`config.mk`:
```
export PLATFORM = sky130hd
export DESIGN_NAME = sub_pipe
export DESIGN_NICKNAME = d
export VERILOG_FILES = /design/src/rtl/arith_pkg.sv /design/src/rtl/sub_chunk.sv /design/src/rtl/sub_pipe.sv
export SDC_FILE = /design/constraint.sdc
export NUM_CORES = 1
export LEC_CHECK = 0
export BUFFER_PORTS_ARGS = -buffer_cell sky130_fd_sc_hd__clkbuf_2
export CAP_MARGIN = 10
export CORE_ASPECT_RATIO = 0.75
export CORE_MARGIN = 3
export CORE_UTILIZATION = 55
export CTS_CLUSTER_DIAMETER = 120
export DETAILED_ROUTE_END_ITERATION = 10
export PLACE_DENSITY = 0.8
export SYNTH_ARGS = -nofsm -noshare
export SYNTH_HDL_FRONTEND = slang
export SYNTH_SLANG_ARGS = --single-unit
```
`constraint.sdc`:
```
create_clock -name clk -period 10.65 [get_ports clk]
set_input_delay 2.13 -clock clk [delete_from_list [all_inputs] [get_ports clk]]
set_output_delay 2.13 -clock clk [all_outputs]
set_load 0.05 [all_outputs]
```
`src/rtl/arith_pkg.sv`:
```
// Shared arithmetic-pipeline constants and helpers for the adder/subtractor cells.
package arith_pkg;

   localparam int DEF_WIDTH  = 32;
   localparam int DEF_STAGES = 4;

   function automatic int chunk_of(input int width, input int stages);
      return width / stages;
   endfunction

   // A legal split resolves an equal, non-empty slice of bits in every stage.
   function automatic bit chunk_ok(input int width, input int stages);
      return (stages >= 1) && (stages <= width) && ((width % stages) == 0);
   endfunction

endpackage

```
`src/rtl/sub_chunk.sv`:
```
// Combinational CHUNK-bit subtract slice: d = a - b - bin, bout set on underflow.
module sub_chunk #(
   parameter int W = 8
) (
   input  logic [W-1:0] a,
   input  logic [W-1:0] b,
   input  logic         bin,
   output logic [W-1:0] d,
   output logic         bout
);

   logic [W:0] full;

   // One extra bit captures the borrow as the sign of the widened difference.
   assign full = {1'b0, a} - {1'b0, b} - {{W{1'b0}}, bin};
   assign d    = full[W-1:0];
   assign bout = full[W];

endmodule

```
`src/rtl/sub_pipe.sv`:
```
// Pipelined a - b with the borrow rippling one chunk per register stage; the
// whole pipe advances together whenever the output slot is free or being drained.
module sub_pipe
   import arith_pkg::*;
#(
   parameter int WIDTH  = DEF_WIDTH,
   parameter int STAGES = DEF_STAGES
) (
   input  logic             clk,
   input  logic             rst,
   input  logic             in_valid,
   output logic             in_ready,
   input  logic [WIDTH-1:0] a,
   input  logic [WIDTH-1:0] b,
   output logic             out_valid,
   input  logic             out_ready,
   output logic [WIDTH-1:0] diff,
   output logic             borrow,
   output logic             ovf
);

   localparam int CHUNK = chunk_of(WIDTH, STAGES);
   localparam int LAST  = STAGES - 1;

   if (!chunk_ok(WIDTH, STAGES)) begin : g_bad_cfg
      $error("sub_pipe: WIDTH must be a multiple of STAGES and 1 <= STAGES <= WIDTH");
   end

   logic                          adv;
   logic [STAGES-1:0]             v_q;
   logic [STAGES-1:0]             bo_q;
   logic [STAGES-1:0][WIDTH-1:0]  a_q;
   logic [STAGES-1:0][WIDTH-1:0]  b_q;
   logic [STAGES-1:0][WIDTH-1:0]  d_q;
   logic                          ovf_q;

   logic [STAGES-1:0]             v_src;
   logic [STAGES-1:0]             bin;
   logic [STAGES-1:0][WIDTH-1:0]  a_src;
   logic [STAGES-1:0][WIDTH-1:0]  b_src;
   logic [STAGES-1:0][WIDTH-1:0]  d_src;
   logic [STAGES-1:0][WIDTH-1:0]  d_nxt;
   logic [STAGES-1:0][CHUNK-1:0]  cd;
   logic [STAGES-1:0]             cbo;
   logic                          ovf_nxt;

   // Handshake: a transfer happens on a side when its valid and ready are both
   // high at a rising edge; ready never depends on the same side's valid.
   assign adv      = !v_q[LAST] || out_ready;
   assign in_ready = adv;

   for (genvar k = 0; k < STAGES; k++) begin : g_stage
      if (k == 0) begin : g_first
         assign v_src[k] = in_valid && in_ready;
         assign a_src[k] = a;
         assign b_src[k] = b;
         assign d_src[k] = '0;
         assign bin[k]   = 1'b0;
      end else begin : g_rest
         assign v_src[k] = v_q[k-1];
         assign a_src[k] = a_q[k-1];
         assign b_src[k] = b_q[k-1];
         assign d_src[k] = d_q[k-1];
         assign bin[k]   = bo_q[k-1];
      end

      sub_chunk #(.W(CHUNK)) u_chunk (
         .a    (a_src[k][k*CHUNK +: CHUNK]),
         .b    (b_src[k][k*CHUNK +: CHUNK]),
         .bin  (bin[k]),
         .d    (cd[k]),
         .bout (cbo[k])
      );

      // Bits above the chunks resolved so far are always zero, so OR-ing in place is exact.
      assign d_nxt[k] = d_src[k] | (WIDTH'(cd[k]) << (k * CHUNK));
   end

   assign ovf_nxt = (a_src[LAST][WIDTH-1] != b_src[LAST][WIDTH-1]) &&
                    (d_nxt[LAST][WIDTH-1] != a_src[LAST][WIDTH-1]);

   always_ff @(posedge clk or posedge rst) begin
      if (rst) begin
         v_q   <= '0;
         bo_q  <= '0;
         a_q   <= '0;
         b_q   <= '0;
         d_q   <= '0;
         ovf_q <= 1'b0;
      end else if (adv) begin
         v_q   <= v_src;
         bo_q  <= cbo;
         a_q   <= a_src;
         b_q   <= b_src;
         d_q   <= d_nxt;
         ovf_q <= ovf_nxt;
      end
   end

   assign out_valid = v_q[LAST];
   assign diff      = d_q[LAST];
   assign borrow    = bo_q[LAST];
   assign ovf       = ovf_q;

endmodule
```
Word level (Yosys, flattened, before mapping)
Index checks and enable logic that the tools add are counted.

Add/subtract/negate cells: 7. Equal/unequal tests: 2. Bitwise operators: 3. Reductions and logical operators: 4.

Operators with widths (count): subtractor 8 x 8 -> 9 bit (4); bitwise OR 32 x 24 -> 32 bit (1); bitwise OR 32 bit (1); subtractor 9 x 1 -> 9 bit (3); bitwise OR 8 x 16 -> 16 bit (1); logical AND 1 bit (2); != test 1 bit (2); zero test 1 bit (1); logical OR 1 bit (1).

Bits in registers: 305. Logic and storage cells: 29.

Longest topological paths before layout
Gate-level depths: netlist of run 1.

Word-level depth: 5. Gate-level depth with buffers: 10.

Cells and area by module
Synthesis of run 1 repeated with hierarchy kept, for this count alone.

Cells, all modules: 701. Area, all modules: 9551.7 µm².

By module, submodules not included: sub_pipe (instances 1, cells each 397, area each 7334.5 µm², seq. area each 4629.4 µm²); sub_chunk (instances 4, cells each 76, area each 554.3 µm², seq. area each 0.0 µm²).

Least setup slack after synthesis of run 1
OpenSTA, ideal clock, no wires.

Kind: input to output. Start: in out_ready. End: out in_ready. Arrival time: 2974 ps. Data required time: 8520 ps. Setup slack: 5546 ps. Stages: 5. Path buffers: 3. Path through: nor2b_1 buf_2 inv_1 clkbuf_1 buf_2.

Longest elaborated chain between the ends: 1.

Ends and longest elaborated chain: from (decl) (line sub_pipe.sv:16) `input logic out_ready,`; logical OR 1 bit (line sub_pipe.sv:49) `assign adv = !v_q[LAST] || out_ready;`; to (decl) (line sub_pipe.sv:12) `output logic in_ready,`.

Every way passes these cells.

Worst setup path in the final report of run 1
Same ends and word-level chain as after synthesis.

==> results of run 1 <==
[critical path, delay by kind of cell]
kind          cells  cell delay, ns
buf+inv           4            1.38
simple gates      1            0.09
[power groups by stage]
stage	clock network, µW	registers (µW)	logic [µW]
3_5_place_dp	0	1190	1620
2_1_floorplan	0	1380	1070
3_3_place_gp	0	1180	1560
4_1_cts	697	1180	1650
6_report	684	1180	1630
5_1_grt	727	1220	1860
[routing by layer]
layer / vias to the layer above / track usage
li1: 3151 / -
met1: 2914 / 0.2864
met2: 99 / 0.3127
met3: 11 / 0.05441
met4: 2 / 0.05000
met5: - / 0
[cell families after synthesis]
group	Yosys count	share of synthesized area
multiplexers	1	0.001176
AND/OR/NAND/NOR	469	0.2131
AO/OA/AOI/OAI	105	0.07396
flip-flops	185	0.5440
adder cells (fa/ha/maj)	57	0.08999
XOR/XNOR	24	0.02470
buffers and inverters	114	0.05308
[layout make-up]
cell class / count / area share
Multi-Input combinational cell: 656 / 0.3510
Timing Repair Buffer: 107 / 0.05573
Clock buffer: 20 / 0.04563
Tap cell: 200 / 0.02557
Clock inverter: 11 / 0.01981
Sequential cell: 185 / 0.4730
Inverter: 73 / 0.02927
[placed cells by master, fill, tap and decap left out, types with 2 or more instances in the layout]
cell	instances
nor3b_1	2
a21o_1	3
fa_1	7
clkbuf_2	103
dfrtp_1	185
clkinv_2	2
a21oi_1	25
clkbuf_16	17
inv_6	3
nor2_1	32
a311oi_1	2
xnor2_1	14
inv_1	71
clkbuf_1	2
o31ai_1	4
buf_4	4
nand3b_1	2
a31oi_1	5
bufinv_16	5
o21ai_0	44
o21a_1	4
ha_1	50
nor2b_1	3
nor3_1	2
a211oi_2	2
xor2_1	10
nand2b_1	8
nand2_1	418
o21ai_1	2
o21bai_1	5
[registers in the layout, summed over array words and instances (netlist names)]
signal	cells
a_q	48
b_q	48
d_q	48
diff	32
bo_q	4
v_q	4
ovf	1
[worst max-delay path by stage]
stage | end | startpoint | cells past startpoint
global route | in_ready | out_ready | 5
finish | in_ready | out_ready | 5
detailed placement | in_ready | out_ready | 5
global placement | in_ready | out_ready | 5
CTS | in_ready | out_ready | 5
floorplan | a_q[10]$_DFFE_PP0N_ | rst | 1
[stage by stage]
step	total power, µW	cells	hold slack (ns)	util
floorplan	2452	955	0.4300	-
global placement	2741	1221	0.4484	0.6186
detailed placement	2813	1221	0.4545	0.6186
CTS	3522	1252	0.4698	0.6620
global route	3800	1252	0.4857	0.6620
finish	3489	1252	0.4650	0.6620
==> results.yml, run 1 <==
placed_design:
  place.gp.congestion: 0.7952
  dp_slack_ns: 4.856
  dpl_cell_area_um2: 9148
  post-dp-hpwl_mm: 10.35
  io_buffers: 103
logic_synthesis:
  syn_avg_cell_area_um2: 8.910
  synth_fp_nets: 1080
  yosysSeqAreaShare: 0.5440
  synth_top_cell_by_area: "dfrtp_1"
  synth_cell_types: 37
  synthesis.area_um2: 8509
  synth_edf_count: 0
  synth_ff_type: "dfrtp_1"
  synth_common_cells: "nand2_1, dfrtp_1, inv_1"
  yosys-top-cells-area: "dfrtp_1, nand2_1, ha_1"
  synth.top_cell.area_share: 0.5440
  yosysMostFrequentCell: "nand2_1"
  yosysWarnings: 0
  netlist_instances: 955
  synthArstFlopShare: 1.000
  synth_seq_cells: 185
setup_path:
  required_ns: 8.52
  max_stage_delay_ns: 0.52
  crit_type: "input pin to output port"
  crit_top_cell: "clkbuf_2"
  arrival_ns: 3.68
  r2r_cells: 6
  crit_chain: "clkbuf_2 -> nor2b_4 -> buf_4 -> inv_6 -> clkbuf_2"
  r2r_start: "v_q[3]$_DFFE_PP0N_"
  cp-start-kind: "input pin"
  crit_slowest_cell: "buf_4"
  end_kind: "output port"
  r2r_slack_ns: 7.81
  r2r_end: "diff[18]$_DFFE_PP0N_"
  crit_fanout: 112
sta:
  finClkSkew_ns: 0.008108
  slew_headroom: 0.3218
  setup_tns_ns: 0
  setup_ws_ns: 4.842
  slew_violations: 0
  clock.fmax_ghz: 0.1722
  tightest_slew_ns: 1.017
  post-route-period-util: 0.5453
  hold_viol: 0
  finalSetupViolCount: 0
  rsz0062_at_grt: "false"
  post-route-min-period_ns: 5.808
drt:
  antenna_left: 0
  wl_per_cell_um: 12.64
  highest_layer: "met5"
  vias_per_cell: 4.934
  drtPass1Iterations: 5
  drt_iter0_drc: 345
  drcViolationCount: 0
  wl_met1_mm: 7.739
  wl_met3_um: 782
  num_vias: 6177
  totalWireLength_mm: 15.82
  dr_wl_met2_mm: 7.180
layout:
  drive_above_1_share: 0.1369
  diodes: 0
  regArea_um2: 4629
  syn_to_final_growth_pct: 15.03
  nets: 1165
  fill_cells: 1259
  multiInputGateArea_um2: 3436
  fin_area_um2: 9788
global_routing:
  grt_pass1_wl_mm: 27.79
  grt_max_degree: 113
  grtUsageTotal: 0.2014
  grt_overflow: 0
  antenna_found_initial: 1
  grt_pass1_vias: 6095
clock_network:
  cts.path.max_buffers: 2
  htreeDepth: 4
  postCtsSetupBuffers: 0
  clkSinkCount: 185
  cts_resized: 0
  clk_pin_slew_ns: 0.06
  cts.root.buffer_cell: "clkbuf_16"
  cts_buffers: 17
  cts_hold_buffers: 0
  tritoncts: "built"
  clock_latency_ns: 0.43
die:
  ios: 104
  die_height_um: 113.7
  row_count: 38
  fp.dieW_um: 149.6
  initial_core_util: 0.5755
  core-area_um2: 14790
  die-area_um2: 17020
hold_path:
  hold_depth: 2
  hp-start: "diff[3]$_DFFE_PP0N_"
  hold_end: "diff[3]$_DFFE_PP0N_"
  hold_class: "register to register"
power:
  power.density_nw_per_um2: 356.5
  p_comb_frac: 0.467
  seqPwrFrac: 0.337
  p_int_uw: 2030
  p_switching_uw: 1459
  p_leak_uw: 0.005291
  clockPowerShare: 0.196
  worst_ir_drop_vdd_v: 0.0001854
  switching_share: 0.4181
flow_run:
  maxCapViolations: 0
run_status:
  status: "completed"
No activity file was read; power rests on OpenSTA's default activity.
==> run 2: changes to the inputs <==
--- a/config.mk
+++ b/config.mk
@@ -9,10 +9,10 @@
 export CAP_MARGIN = 10
 export CORE_ASPECT_RATIO = 0.75
 export CORE_MARGIN = 3
-export CORE_UTILIZATION = 55
+export CORE_UTILIZATION = 53
 export CTS_CLUSTER_DIAMETER = 120
 export DETAILED_ROUTE_END_ITERATION = 10
-export PLACE_DENSITY = 0.8
+export PLACE_DENSITY = 0.81
 export SYNTH_ARGS = -nofsm -noshare
 export SYNTH_HDL_FRONTEND = slang
 export SYNTH_SLANG_ARGS = --single-unit
==> constraint.sdc (replaced) <==
create_clock -name clk -period 4.69 [get_ports clk]
set_input_delay 0.938 -clock clk [delete_from_list [all_inputs] [get_ports clk]]
set_output_delay 0.938 -clock clk [all_outputs]
set_load 0.05 [all_outputs]
==> results.yml, run 2 (synthesis gave the netlist of run 1 again) <==
power:
  p_total_uw: 7805
  clockPowerShare: 0.185
  switching_share: 0.4279
  seqPwrFrac: 0.343
  worst_ir_drop_vdd_v: 0.0006489
  p_switching_uw: 3340
  p_int_uw: 4465
  p_comb_frac: 0.472
  power.density_nw_per_um2: 799.0
  p_leak_uw: 0.005277
flow_run:
  maxCapViolations: 0
clock_network:
  clock_latency_ns: 0.42
  clk_pin_slew_ns: 0.07
  cts_hold_buffers: 0
  tritoncts: "built"
  cts_buffers: 17
  htreeDepth: 4
  cts.root.buffer_cell: "clkbuf_16"
  cts_resized: 0
  postCtsSetupBuffers: 0
  cts.path.max_buffers: 2
  clkSinkCount: 185
die:
  die_height_um: 115.7
  initial_core_util: 0.5501
  row_count: 39
  ios: 104
  fp.dieW_um: 152.3
  die-area_um2: 17630
  core-area_um2: 15470
global_routing:
  grt_max_degree: 186
  grt_overflow: 0
  grt_pass1_wl_mm: 27.78
  antenna_found_initial: 0
  grtUsageTotal: 0.1915
  grt_pass1_vias: 5861
layout:
  layout_commonest_cell: "nand2_1"
  syn_to_final_growth_pct: 14.79
  nets: 1166
  fill_cells: 1300
  regArea_um2: 4629
  instances_no_fill: 1259
  reg_top3: "a_q x48, b_q x48, d_q x48"
  drive_above_1_share: 0.1404
  multiInputGateArea_um2: 3436
  diodes: 0
  layout_common_cells: "nand2_1, dfrtp_1, clkbuf_2"
setup_path:
  r2r_slack_ns: 2.19
  cp-start-kind: "input pin"
  r2r_cells: 9
  r2r_end: "ovf$_DFFE_PP0N_"
  arrival_ns: 1.80
  crit_type: "input pin to output port"
  r2r_start: "a_q[88]$_DFFE_PP0N_"
  crit_fanout: 63
  required_ns: 3.75
  end_kind: "output port"
  crit_start: "out_ready"
drt:
  totalWireLength_mm: 15.89
  num_vias: 6163
  antenna_left: 0
  drt_iter0_drc: 357
  vias_per_cell: 4.895
  drtPass1Iterations: 4
  wl_per_cell_um: 12.62
  drcViolationCount: 0
placed_design:
  io_buffers: 103
  place_inst: 1227
  place.gp.congestion: 0.7980
  post-dp-hpwl_mm: 10.33
sta:
  post-route-min-period_ns: 2.737
  finClkSkew_ns: 0.01010
  clock.fmax_ghz: 0.3654
  tightest_slew_ns: 0.9744
  setup_tns_ns: 0
  rsz0062_at_grt: "false"
  post-route-period-util: 0.5836
  slew_headroom: 0.3504
  hold_viol: 0
  finalSetupViolCount: 0
  slew_violations: 0
run_status:
  status: "completed"
hold_path:
  hold_end: "diff[16]$_DFFE_PP0N_"
  hold_class: "register to register"
  hold_depth: 2
  hp-start: "diff[16]$_DFFE_PP0N_"
## run 2: changes by cell type in the layout (fill, tap and decap cells not counted), sizes merged
| cell | delta |
|---|---|
| buf | +1 |
| bufinv | -3 |
| clkbuf | -2 |
| clkinv | +2 |
| clkinvlp | +1 |
| inv | +3 |
## run 2: final cells by class
type	count	area share
clock buffer	18	0.04496
clock inverter	14	0.01627
inverter	73	0.02895
multi-input combinational	656	0.3517
sequential	185	0.4739
tap	205	0.02626
timing repair buffer	108	0.05790
## run 2: per-stage QoR
step | instance area [µm²] | hold WS (ns) | worst slack [ns] | util
floorplan | 8513 | 0.4300 | 1.373 | -
global placement | 9170 | 0.4494 | 1.719 | 0.5928
detailed placement | 9170 | 0.4501 | 1.708 | 0.5928
CTS | 9768 | 0.4705 | 1.950 | 0.6315
global route | 9768 | 0.4878 | 1.902 | 0.6315
finish | 9768 | 0.4660 | 1.953 | 0.6315
## run 2: power groups by stage
stage / logic (µW) / clock network [µW] / registers, µW
finish: 3680 / 1440 / 2680
CTS: 3730 / 1470 / 2680
global route: 4210 / 1540 / 2760
global placement: 3550 / 0 / 2680
detailed placement: 3660 / 0 / 2700
floorplan: 2430 / 0 / 3140
## run 2: worst max path at each step
stage                                end  slack [ns]  cells after the start
detailed placement   d_q[80]$_DFFE_PP0N_        1.71                      5
global placement    diff[24]$_DFFE_PP0N_        1.72                      5
global route                    in_ready        1.90                      4
CTS                             in_ready        1.95                      4
floorplan            a_q[10]$_DFFE_PP0N_        1.37                      1
finish                          in_ready        1.95                      4
## run 2: per-layer routing
metal	up-vias	GRT usage	routed length, µm
li1	3164	-	-
met1	2860	0.2832	8078
met2	124	0.2870	6865
met3	15	0.05114	791
met4	0	0.04491	154
met5	-	0	0
## run 2: critical path, stage by stage
cell and delay (ns):
clkbuf_2 0.10, nor2b_4 0.05, inv_6 0.31, clkbuf_2 0.36
==> run 3: changes to the inputs <==
==> constraint.sdc (replaced) <==
create_clock -name clk -period 2.5 [get_ports clk]
set_input_delay 0.5 -clock clk [delete_from_list [all_inputs] [get_ports clk]]
set_output_delay 0.5 -clock clk [all_outputs]
set_load 0.05 [all_outputs]
==> results.yml, run 3 (synthesis gave the netlist of run 1 again) <==
die:
  core-area_um2: 15470
  die-area_um2: 17630
  fp.dieW_um: 152.3
  row_count: 39
  initial_core_util: 0.5501
  die_height_um: 115.7
  ios: 104
layout:
  layout_commonest_cell: "nand2_1"
  diodes: 0
  nets: 1170
  layout_common_cells: "nand2_1, dfrtp_1, clkbuf_2"
  fin_util: 0.6399
  syn_to_final_growth_pct: 16.32
  reg_top3: "a_q x48, b_q x48, d_q x48"
  drive_above_1_share: 0.1466
sta:
  post-route-min-period_ns: 2.415
  finClkSkew_ns: 0.01121
  tightest_slew_ns: 0.5648
  setup_tns_ns: 0
  clock.fmax_ghz: 0.4140
  finalSetupViolCount: 0
  slew_violations: 0
  rsz0062_at_grt: "true"
  hold_viol: 0
  hold_ws_ns: 0.1118
  slew_headroom: 0.6227
  post-route-period-util: 0.9661
placed_design:
  place.gp.congestion: 0.8525
  post-dp-hpwl_mm: 11.08
  io_buffers: 103
setup_path:
  required_ns: 2.85
  crit_type: "register to register"
  r2r_slack_ns: 0.08
  end_kind: "register"
  r2r_cells: 8
  arrival_ns: 2.76
  crit_fanout: 3
  r2r_end: "bo_q[2]$_DFFE_PP0N_"
  r2r_start: "a_q[48]$_DFFE_PP0N_"
  cp-start-kind: "register"
clock_network:
  cts.path.max_buffers: 2
  cts_buffers: 17
  clk_pin_slew_ns: 0.07
  clock_latency_ns: 0.43
  cts_hold_buffers: 0
  clkSinkCount: 185
  cts.root.buffer_cell: "clkbuf_16"
  tritoncts: "built"
  postCtsSetupBuffers: 0
  htreeDepth: 4
drt:
  drt_iter0_drc: 356
  antenna_left: 0
  totalWireLength_mm: 16.40
  wl_per_cell_um: 12.99
  vias_per_cell: 4.846
  drtPass1Iterations: 5
  num_vias: 6116
  drcViolationCount: 0
flow_run:
  maxCapViolations: 0
global_routing:
  grt_overflow: 0
  antenna_found_initial: 0
  grtUsageTotal: 0.1960
  grt_pass1_wl_mm: 28.17
  grt_max_degree: 98
  grt_pass1_vias: 5848
run_status:
  status: "completed"
power:
  p_leak_uw: 0.005328
  power.density_nw_per_um2: 1507
  worst_ir_drop_vdd_v: 0.0007738
hold_path:
  hold_class: "input pin to async pin"
==> run 3: cell count changes in the layout (fill, tap and decap cells not counted), moves of 2 or more <==
cell	previous run	this run
buf_12	1	5
inv_6	6	4
bufinv_16	2	4
fa_1	7	5
fa_2	0	2
==> run 3: worst max-delay path by stage <==
stage                        startpoint             endpoint  slack (ns)  depth (start not counted)
finish              a_q[48]$_DFFE_PP0N_  bo_q[2]$_DFFE_PP0N_        0.08                          8
floorplan                           rst  a_q[10]$_DFFE_PP0N_       -0.38                          1
detailed placement  a_q[48]$_DFFE_PP0N_  bo_q[2]$_DFFE_PP0N_        0.07                          8
global route        a_q[48]$_DFFE_PP0N_  bo_q[2]$_DFFE_PP0N_       -0.01                          8
global placement    a_q[48]$_DFFE_PP0N_  bo_q[2]$_DFFE_PP0N_        0.15                          8
CTS                 a_q[48]$_DFFE_PP0N_  bo_q[2]$_DFFE_PP0N_        0.02                          8
==> run 3: critical path: stages (launching register included) <==
cell and delay, ns:
dfrtp_1 0.41, fa_2 0.42, fa_1 0.39, nand2b_2 0.22
a31o_1 0.26, a211oi_2 0.22, o21bai_1 0.11, xor2_1 0.15
a21oi_1 0.17
==> run 3: layout make-up <==
type | count | area [µm²]
clock inverters | 13 | 193.9
fillers | 1292 | 5570
inverters | 73 | 282.8
well taps | 205 | 256.5
flip-flops and latches | 185 | 4629
repair buffers | 112 | 645.6
multi-input cells | 656 | 3451
clock buffers | 18 | 439.2
==> run 3: metrics by stage <==
stage          power (µW)  worst slack (ns)  instances  area [µm²]
2_1_floorplan       10450           -0.3785        955        8513
3_3_place_gp        11730            0.1491       1231        9250
3_5_place_dp        12010           0.06855       1231        9250
4_1_cts             14970           0.02466       1262        9883
5_1_grt             16210          -0.01045       1262        9898
6_report            14910           0.08481       1262        9898
==> run 3: repair_timing <==
action,4_1_cts,5_1_grt
gates resized for setup,0,5
hold endpoints to repair,0,0
setup endpoints to repair,0,5
==> run 3: layer usage <==
metal / wire (µm) / GRT usage / vias to the layer above
met4: 163 / 0.05569 / 0
met3: 825 / 0.05674 / 9
met1: 8320 / 0.2886 / 2832
met2: 7089 / 0.2867 / 116
met5: 0 / 0 / -
li1: - / - / 3159
==> run 3: where the power goes <==
part / internal, µW / switching, µW
Clock: 1710 / 1150
Combinational: 2600 / 4410
Sequential: 4330 / 710
